==> config.mk <==
export PLATFORM = sky130hd
export DESIGN_NAME = csa_serial_adder_seq
export DESIGN_NICKNAME = d
export VERILOG_FILES = /design/src/rtl/csa_pkg.sv /design/src/rtl/csa_byte_add.sv /design/src/rtl/csa_serial_adder_seq.sv
export SDC_FILE = /design/constraint.sdc
export NUM_CORES = 1
export LEC_CHECK = 0
export ABC_CLOCK_PERIOD_IN_PS = 4000
export BUFFER_PORTS_ARGS = -buffer_cell sky130_fd_sc_hd__buf_2
export CORE_UTILIZATION = 30
export CTS_CLUSTER_DIAMETER = 60
export DETAILED_ROUTE_END_ITERATION = 12
export PLACE_DENSITY = 0.52
export SLEW_MARGIN = 25
export SYNTH_ARGS = -nofsm -noshare
export SYNTH_HDL_FRONTEND = slang
export SYNTH_SLANG_ARGS = --single-unit
==> constraint.sdc <==
create_clock -name clk -period 4 [get_ports clk]
set_input_delay 0.2 -clock clk [delete_from_list [all_inputs] [get_ports clk]]
set_output_delay 0.2 -clock clk [all_outputs]
set_load 0.02 [all_outputs]
==> src/rtl/csa_pkg.sv <==
// rtl/csa_pkg.sv - shared widths, state encoding and sizing helper for the carry-skip serial adder
package csa_pkg;

   localparam int BYTE_W    = 8;
   localparam int BLK_W_DEF = 4;

   typedef enum logic [0:0] {
      S_IDLE = 1'b0,
      S_RUN  = 1'b1
   } state_t;

   // Width needed to hold 0..n-1, never less than one bit.
   function automatic int clog2(input int n);
      int r;
      r = 0;
      for (int v = n - 1; v > 0; v = v >> 1) begin
         r = r + 1;
      end
      return (r < 1) ? 1 : r;
   endfunction

endpackage

==> src/rtl/csa_byte_add.sv <==
// rtl/csa_byte_add.sv - combinational 8-bit carry-skip adder built from BLK_W-bit ripple blocks
module csa_byte_add
   import csa_pkg::*;
#(
   parameter int BLK_W = BLK_W_DEF
) (
   input  logic [BYTE_W-1:0] a,
   input  logic [BYTE_W-1:0] b,
   input  logic              cin,
   output logic [BYTE_W-1:0] sum,
   output logic              cout
);

   localparam int NBLK = BYTE_W / BLK_W;

   logic [BYTE_W-1:0] p;
   logic [BYTE_W-1:0] g;
   logic [NBLK:0]     cb;
   logic              rc;
   logic              bp;

   assign p = a ^ b;
   assign g = a & b;

   // Each block ripples internally; a fully propagating block forwards its
   // incoming carry directly, bypassing the ripple path.
   always_comb begin
      sum   = '0;
      cb    = '0;
      rc    = 1'b0;
      bp    = 1'b0;
      cb[0] = cin;
      for (int k = 0; k < NBLK; k++) begin
         rc = cb[k];
         bp = 1'b1;
         for (int i = 0; i < BLK_W; i++) begin
            sum[k*BLK_W+i] = p[k*BLK_W+i] ^ rc;
            rc             = g[k*BLK_W+i] | (p[k*BLK_W+i] & rc);
            bp             = bp & p[k*BLK_W+i];
         end
         cb[k+1] = bp ? cb[k] : rc;
      end
   end

   assign cout = cb[NBLK];

endmodule

==> src/rtl/csa_serial_adder_seq.sv <==
// rtl/csa_serial_adder_seq.sv - byte-serial multi-byte adder sequencer with registered carry chain
// Optional CSA_SIGNED_OVF_EN adds out_ovf, the signed overflow of the completed word.
module csa_serial_adder_seq
   import csa_pkg::*;
#(
   parameter int NBYTES = 4,
   parameter int BLK_W  = BLK_W_DEF
) (
   input  logic              clk,
   input  logic              rst,
   input  logic              in_valid,
   output logic              in_ready,
   input  logic [BYTE_W-1:0] in_a,
   input  logic [BYTE_W-1:0] in_b,
   input  logic              in_last,
   output logic              out_valid,
   input  logic              out_ready,
   output logic [BYTE_W-1:0] out_sum,
   output logic              out_last,
   output logic              out_carry,
   output logic              len_err,
   output logic              busy
`ifdef CSA_SIGNED_OVF_EN
   ,
   output logic              out_ovf
`endif
);

   localparam int CNT_W = clog2(NBYTES);
   localparam logic [CNT_W-1:0] CNT_MAX = CNT_W'(NBYTES - 1);

   state_t            state;
   state_t            state_nxt;
   logic [CNT_W-1:0]  cnt;
   logic              carry_q;
   logic              cin;
   logic              accept;
   logic              word_end;
   logic              force_end;
   logic [BYTE_W-1:0] add_sum;
   logic              add_cout;

   csa_byte_add #(.BLK_W(BLK_W)) u_add (
      .a    (in_a),
      .b    (in_b),
      .cin  (cin),
      .sum  (add_sum),
      .cout (add_cout)
   );

   always_ff @(posedge clk) begin
      if (rst) state <= S_IDLE;
      else     state <= state_nxt;
   end

   always_comb begin
      state_nxt = state;
      case (state)
         S_IDLE:  if (accept && !in_last) state_nxt = S_RUN;
         S_RUN:   if (word_end)           state_nxt = S_IDLE;
         default: state_nxt = S_IDLE;
      endcase
   end

   always_comb begin
      in_ready  = !out_valid || out_ready;
      accept    = in_valid && in_ready;
      cin       = (state == S_IDLE) ? 1'b0 : carry_q;
      force_end = accept && !in_last && (state == S_RUN) && (cnt == CNT_MAX);
      word_end  = accept && (in_last || force_end);
      busy      = (state == S_RUN) || out_valid;
   end

   // Carry and count only move on accept, so idle gaps mid-word are harmless.
   always_ff @(posedge clk) begin
      if (rst) begin
         carry_q <= 1'b0;
         cnt     <= '0;
         len_err <= 1'b0;
      end else if (accept) begin
         carry_q <= word_end ? 1'b0 : add_cout;
         cnt     <= word_end ? '0 : cnt + CNT_W'(1);
         if (force_end) len_err <= 1'b1;
      end
   end

   always_ff @(posedge clk) begin
      if (rst) begin
         out_valid <= 1'b0;
         out_sum   <= '0;
         out_last  <= 1'b0;
         out_carry <= 1'b0;
      end else if (accept) begin
         out_valid <= 1'b1;
         out_sum   <= add_sum;
         out_last  <= word_end;
         out_carry <= word_end && add_cout;
      end else if (out_ready) begin
         out_valid <= 1'b0;
      end
   end

`ifdef CSA_SIGNED_OVF_EN
   logic msb_cin;
   // Carry into bit 7 recovered from the sum bit rather than exported by the adder.
   assign msb_cin = add_sum[BYTE_W-1] ^ in_a[BYTE_W-1] ^ in_b[BYTE_W-1];

   always_ff @(posedge clk) begin
      if (rst)         out_ovf <= 1'b0;
      else if (accept) out_ovf <= word_end && (msb_cin ^ add_cout);
   end
`endif

endmodule

==> results.md <==
- The flow ran to the end, but the final reports show violations.
- The checks that failed: DRC.
- Clock-pin slew was measured on the worst setup and hold paths at 100 ps.
- The total count of max-transition violations in the final report is 0.
- The number of antenna violations at the first check in global routing is 0.
- In the finished design, the share of the clock period the worst path needs comes to 97.9%.
- Summing all non-filler instances in the final layout gives an area of 0.00122 mm^2.
- The worst setup timing slack at the placement stage is -107 ps.
- Buffers inserted to repair hold after CTS numbered 0.
- The global routing usage summed across all routing layers is 13.4%.
- After synthesis, the most frequently instantiated cells are sky130_fd_sc_hd__nand2_1 (19), sky130_fd_sc_hd__dfxtp_1 (16), sky130_fd_sc_hd__a21oi_1 (13).
- The distinct cell type count of the synthesized netlist is 24.
- The number of storage elements in the synthesis netlist is 16.
- Counting the fill cells in the layout gives 286.
- The floorplan step set the die height to 57.7 um.
- The clock latency of the later-clocked register in the worst-skew pair is 280 ps.
- The iteration-0 DRC count of the detailed router is 4.
- For this run, the detailed router's first-pass iteration total came to 8.
- The clock drives 16 sinks.
- The cell accounting for the most synthesized area is sky130_fd_sc_hd__dfxtp_1.
- In this run the number of H-tree levels came out at 1.
- The number of global-route vias before repair is 815.
- TritonCTS built the clock tree.
- For this run, the slowest stage of the critical path takes 350 ps.
- The number of vias after detailed routing is 756.
- Summed over all layers, the global routing overflow is 0.
- Setup violations remaining at the end of the flow were counted as 0.
- The number of input and output port buffers inserted is 34.
- The startpoint type of the worst setup path is a register.
- The end-of-flow core utilization is 42.7%.
- The top cell type by area accounts for 34.4% of the synthesized area.
- At the pin with the least slew margin, the transition time is 317 ps.
- Setup repair after global routing could not meet its margin everywhere.
- STA classifies the critical path endpoint as a register.
- The hold violation count in the final report is 0.
- The leakage component of the power is 0.570 nW.
- The class of the most critical setup path is reg2reg.
- Once detail routing completed, the nets flagged for antenna violations numbered 0.
- The most instantiated library cell after synthesis is sky130_fd_sc_hd__nand2_1.
- Walking the worst path, the cells encountered are and2_4, fa_2, fa_2, fa_2, fa_2, mux2_4, fa_2, fa_2, fa_2, fa_2, nand2b_4, o211ai_1, a21oi_1.
- The longest clock path from root to sink contains 2 buffers.
- The cell at the root of the clock tree is sky130_fd_sc_hd__clkbuf_4.
- At the worst endpoint, the required time is 4170 ps.
- The worst relative slew slack is 78.8%.
- In the post-route analysis, the smallest setup slack over all paths is 85.2 ps.
- The first global-routing pass estimated 3.46 mm of wire.
- The number of enable-type register cells in the synthesized netlist is 0.
- After floorplanning, the core was divided into 19 placement rows.
- The sequential cell area fraction in the yosys report is 34.4%.
- The power per standard cell area is 320 mW/mm^2.
- Final hold analysis gives a worst-case slack of 247 ps.
- Among the stages of the critical path, the cell type that occurs most often is sky130_fd_sc_hd__fa_2.
- The most frequently used flop master after synthesis is sky130_fd_sc_hd__dfxtp_1.
- The netlist area before placement is 932 um^2.
- In this run the worst path has a maximum fanout of 2.
- The post-route netlist has 47.0% of its cells at a drive strength greater than 1.
- The max-capacitance violation count is 0.
- In the routed layout, each cell is associated on average with a via count of 4.64.
- The total of warnings raised by yosys is 0.
- The die covers 0.00333 mm^2.
- The number of I/O pins is 35.
- The die is 57.7 um wide.
- The final weighted congestion of routability-driven global placement is 0.735.
- The net count of the mapped netlist is 131.
- The number of antenna diodes in the final layout is 0.
- The final layout net count is 171.
- The total chip power is 0.000389 W.
- The async set-or-reset flop fraction in the synthesized netlist is 0%.
- STA puts the critical path data arrival time at 4080 ps.
- The layout overhead on the synthesized area is 30.6%.
- Among cell families on the critical path, the largest total delay comes from adder cells.
- After technology mapping, the gate count stands at 93.
- After detailed placement, the total cell area comes to 0.00115 mm^2.
- The worst vdd rail ir drop is 96.1 uV.
- The highest-delay cell along the critical path is sky130_fd_sc_hd__fa_2.
- In the final routed layout, each cell accounts on average for 12.0 um.
- The path category of the worst min-delay check is in2reg.
- Entering global routing, the biggest net connects 17 pins.
- Each instance of the synthesized netlist takes up on average 10.0 um^2.
- The HPWL after detailed placement is 1.57 mm.
- The initial utilization of the core area, before any placement, comes to 32.7%.
- The core region is 0.00285 mm^2.
- The shortest clock period the worst path allows after layout is 3910 ps.
- Wires add up to 1.96 mm.
- The DRC violations left is 1.
- The setup check on the worst reg-to-reg path leaves a slack of 90 ps.
- Counting both buffers and inverters, the worst setup path holds a total of 0.
- Derived from the worst setup path, the maximum achievable clock frequency is 255 MHz.
- Buffers inserted during clock tree synthesis total 3.
- In the post-synthesis netlist, the biggest area contributors are sky130_fd_sc_hd__dfxtp_1 (34%), sky130_fd_sc_hd__fa_1 (17%), sky130_fd_sc_hd__ha_1 (12%).
- The setup clock skew after layout is 3.69 ps.
[worst min-delay path, cell delays in order]
cell                      delay, ps
sky130_fd_sc_hd__buf_2           90
sky130_fd_sc_hd__nor2_1          40
sky130_fd_sc_hd__a21oi_1        120
sky130_fd_sc_hd__nor2_1          40
[metal layers]
metal / routed length (um) / vias up / global-route usage, %
met1: 933 / 351 / 16.9
met3: 77 / 0 / 1.56
met5: 0 / - / 0
met2: 950 / 20 / 23.1
li1: - / 385 / -
met4: 0 / 0 / 6.12
[cell families (layout without fill, tap and decap cells)]
group / after synthesis / after routing / synth area share [%]
AO/OA/AOI/OAI: 17 / 17 / 10.3
adder cells (fa/ha/maj): 17 / 17 / 29.3
buffers and inverters: 5 / 44 / 2.82
flip-flops: 16 / 16 / 34.4
multiplexers: 2 / 2 / 2.68
AND/OR/NAND/NOR: 36 / 36 / 20.5
[state kept, by name, summed over array words and instances, names as in the netlist]
| register | flops |
|---|---|
| cnt | 2 |
| state | 1 |
| out_sum | 8 |
| out_carry | 1 |
| carry_q | 1 |
| out_last | 1 |
| out_valid | 1 |
| len_err | 1 |
[report_power, final]
group / switching [W] / total (W) / internal (W)
logic: 0.0000597 / 0.000105 / 0.0000448
registers: 0.00000536 / 0.000176 / 0.000171
clock network: 0.0000532 / 0.000109 / 0.0000554
total: 0.000118 / 0.000389 / 0.000271
[worst paths after layout]
check	start	endpoint	cells after the start
setup / recovery	state$_SDFF_PP0_	out_carry$_SDFFE_PP0P_	13
setup reg to reg	state$_SDFF_PP0_	out_carry$_SDFFE_PP0P_	13
hold reg to reg	out_sum[1]$_SDFFE_PP0P_	out_sum[1]$_SDFFE_PP0P_	2
hold / removal	in_last	len_err$_SDFFE_PP0P_	4
[final cells by class]
type	count	area [um^2]	area share [%]
multi-input combinational	72	613	50.4
sequential	16	322	26.4
timing repair buffer	38	200	16.4
tap	31	38.8	3.19
clock buffer	4	36.3	2.98
inverter	2	7.51	0.617
[placed cells by master, fill, tap and decap left out]
| cell | instances |
|---|---|
| sky130_fd_sc_hd__a21o_2 | 1 |
| sky130_fd_sc_hd__a21oi_1 | 13 |
| sky130_fd_sc_hd__a22oi_1 | 1 |
| sky130_fd_sc_hd__and2_4 | 1 |
| sky130_fd_sc_hd__and3_1 | 1 |
| sky130_fd_sc_hd__buf_2 | 34 |
| sky130_fd_sc_hd__buf_4 | 4 |
| sky130_fd_sc_hd__clkbuf_4 | 3 |
| sky130_fd_sc_hd__clkbuf_8 | 1 |
| sky130_fd_sc_hd__dfxtp_1 | 15 |
| sky130_fd_sc_hd__dfxtp_2 | 1 |
| sky130_fd_sc_hd__fa_2 | 8 |
| sky130_fd_sc_hd__ha_1 | 9 |
| sky130_fd_sc_hd__inv_2 | 2 |
| sky130_fd_sc_hd__mux2_4 | 1 |
| sky130_fd_sc_hd__mux2i_1 | 1 |
| sky130_fd_sc_hd__nand2_1 | 19 |
| sky130_fd_sc_hd__nand2_4 | 1 |
| sky130_fd_sc_hd__nand2b_4 | 1 |
| sky130_fd_sc_hd__nand4_1 | 2 |
| sky130_fd_sc_hd__nor2_1 | 6 |
| sky130_fd_sc_hd__nor2_4 | 1 |
| sky130_fd_sc_hd__nor2b_4 | 1 |
| sky130_fd_sc_hd__nor3_1 | 1 |
| sky130_fd_sc_hd__nor3_4 | 1 |
| sky130_fd_sc_hd__o211ai_1 | 2 |
| sky130_fd_sc_hd__or2_2 | 1 |
[what timing repair did]
action	in CTS	in global routing
gates resized for setup	6	0
pin swaps	2	3
buffers inserted	0	1
endpoints found under the hold margin	0	0
endpoints found under the setup margin	3	3
[through the flow]
stage                     TNS, ps  cells
final                           0    163
after global routing        -54.3    163
after CTS                       0    162
after detailed placement     -203    158
after global placement      -45.5    158
after floorplan                 0     93
Note: power is estimated with default switching activity, not from simulation.
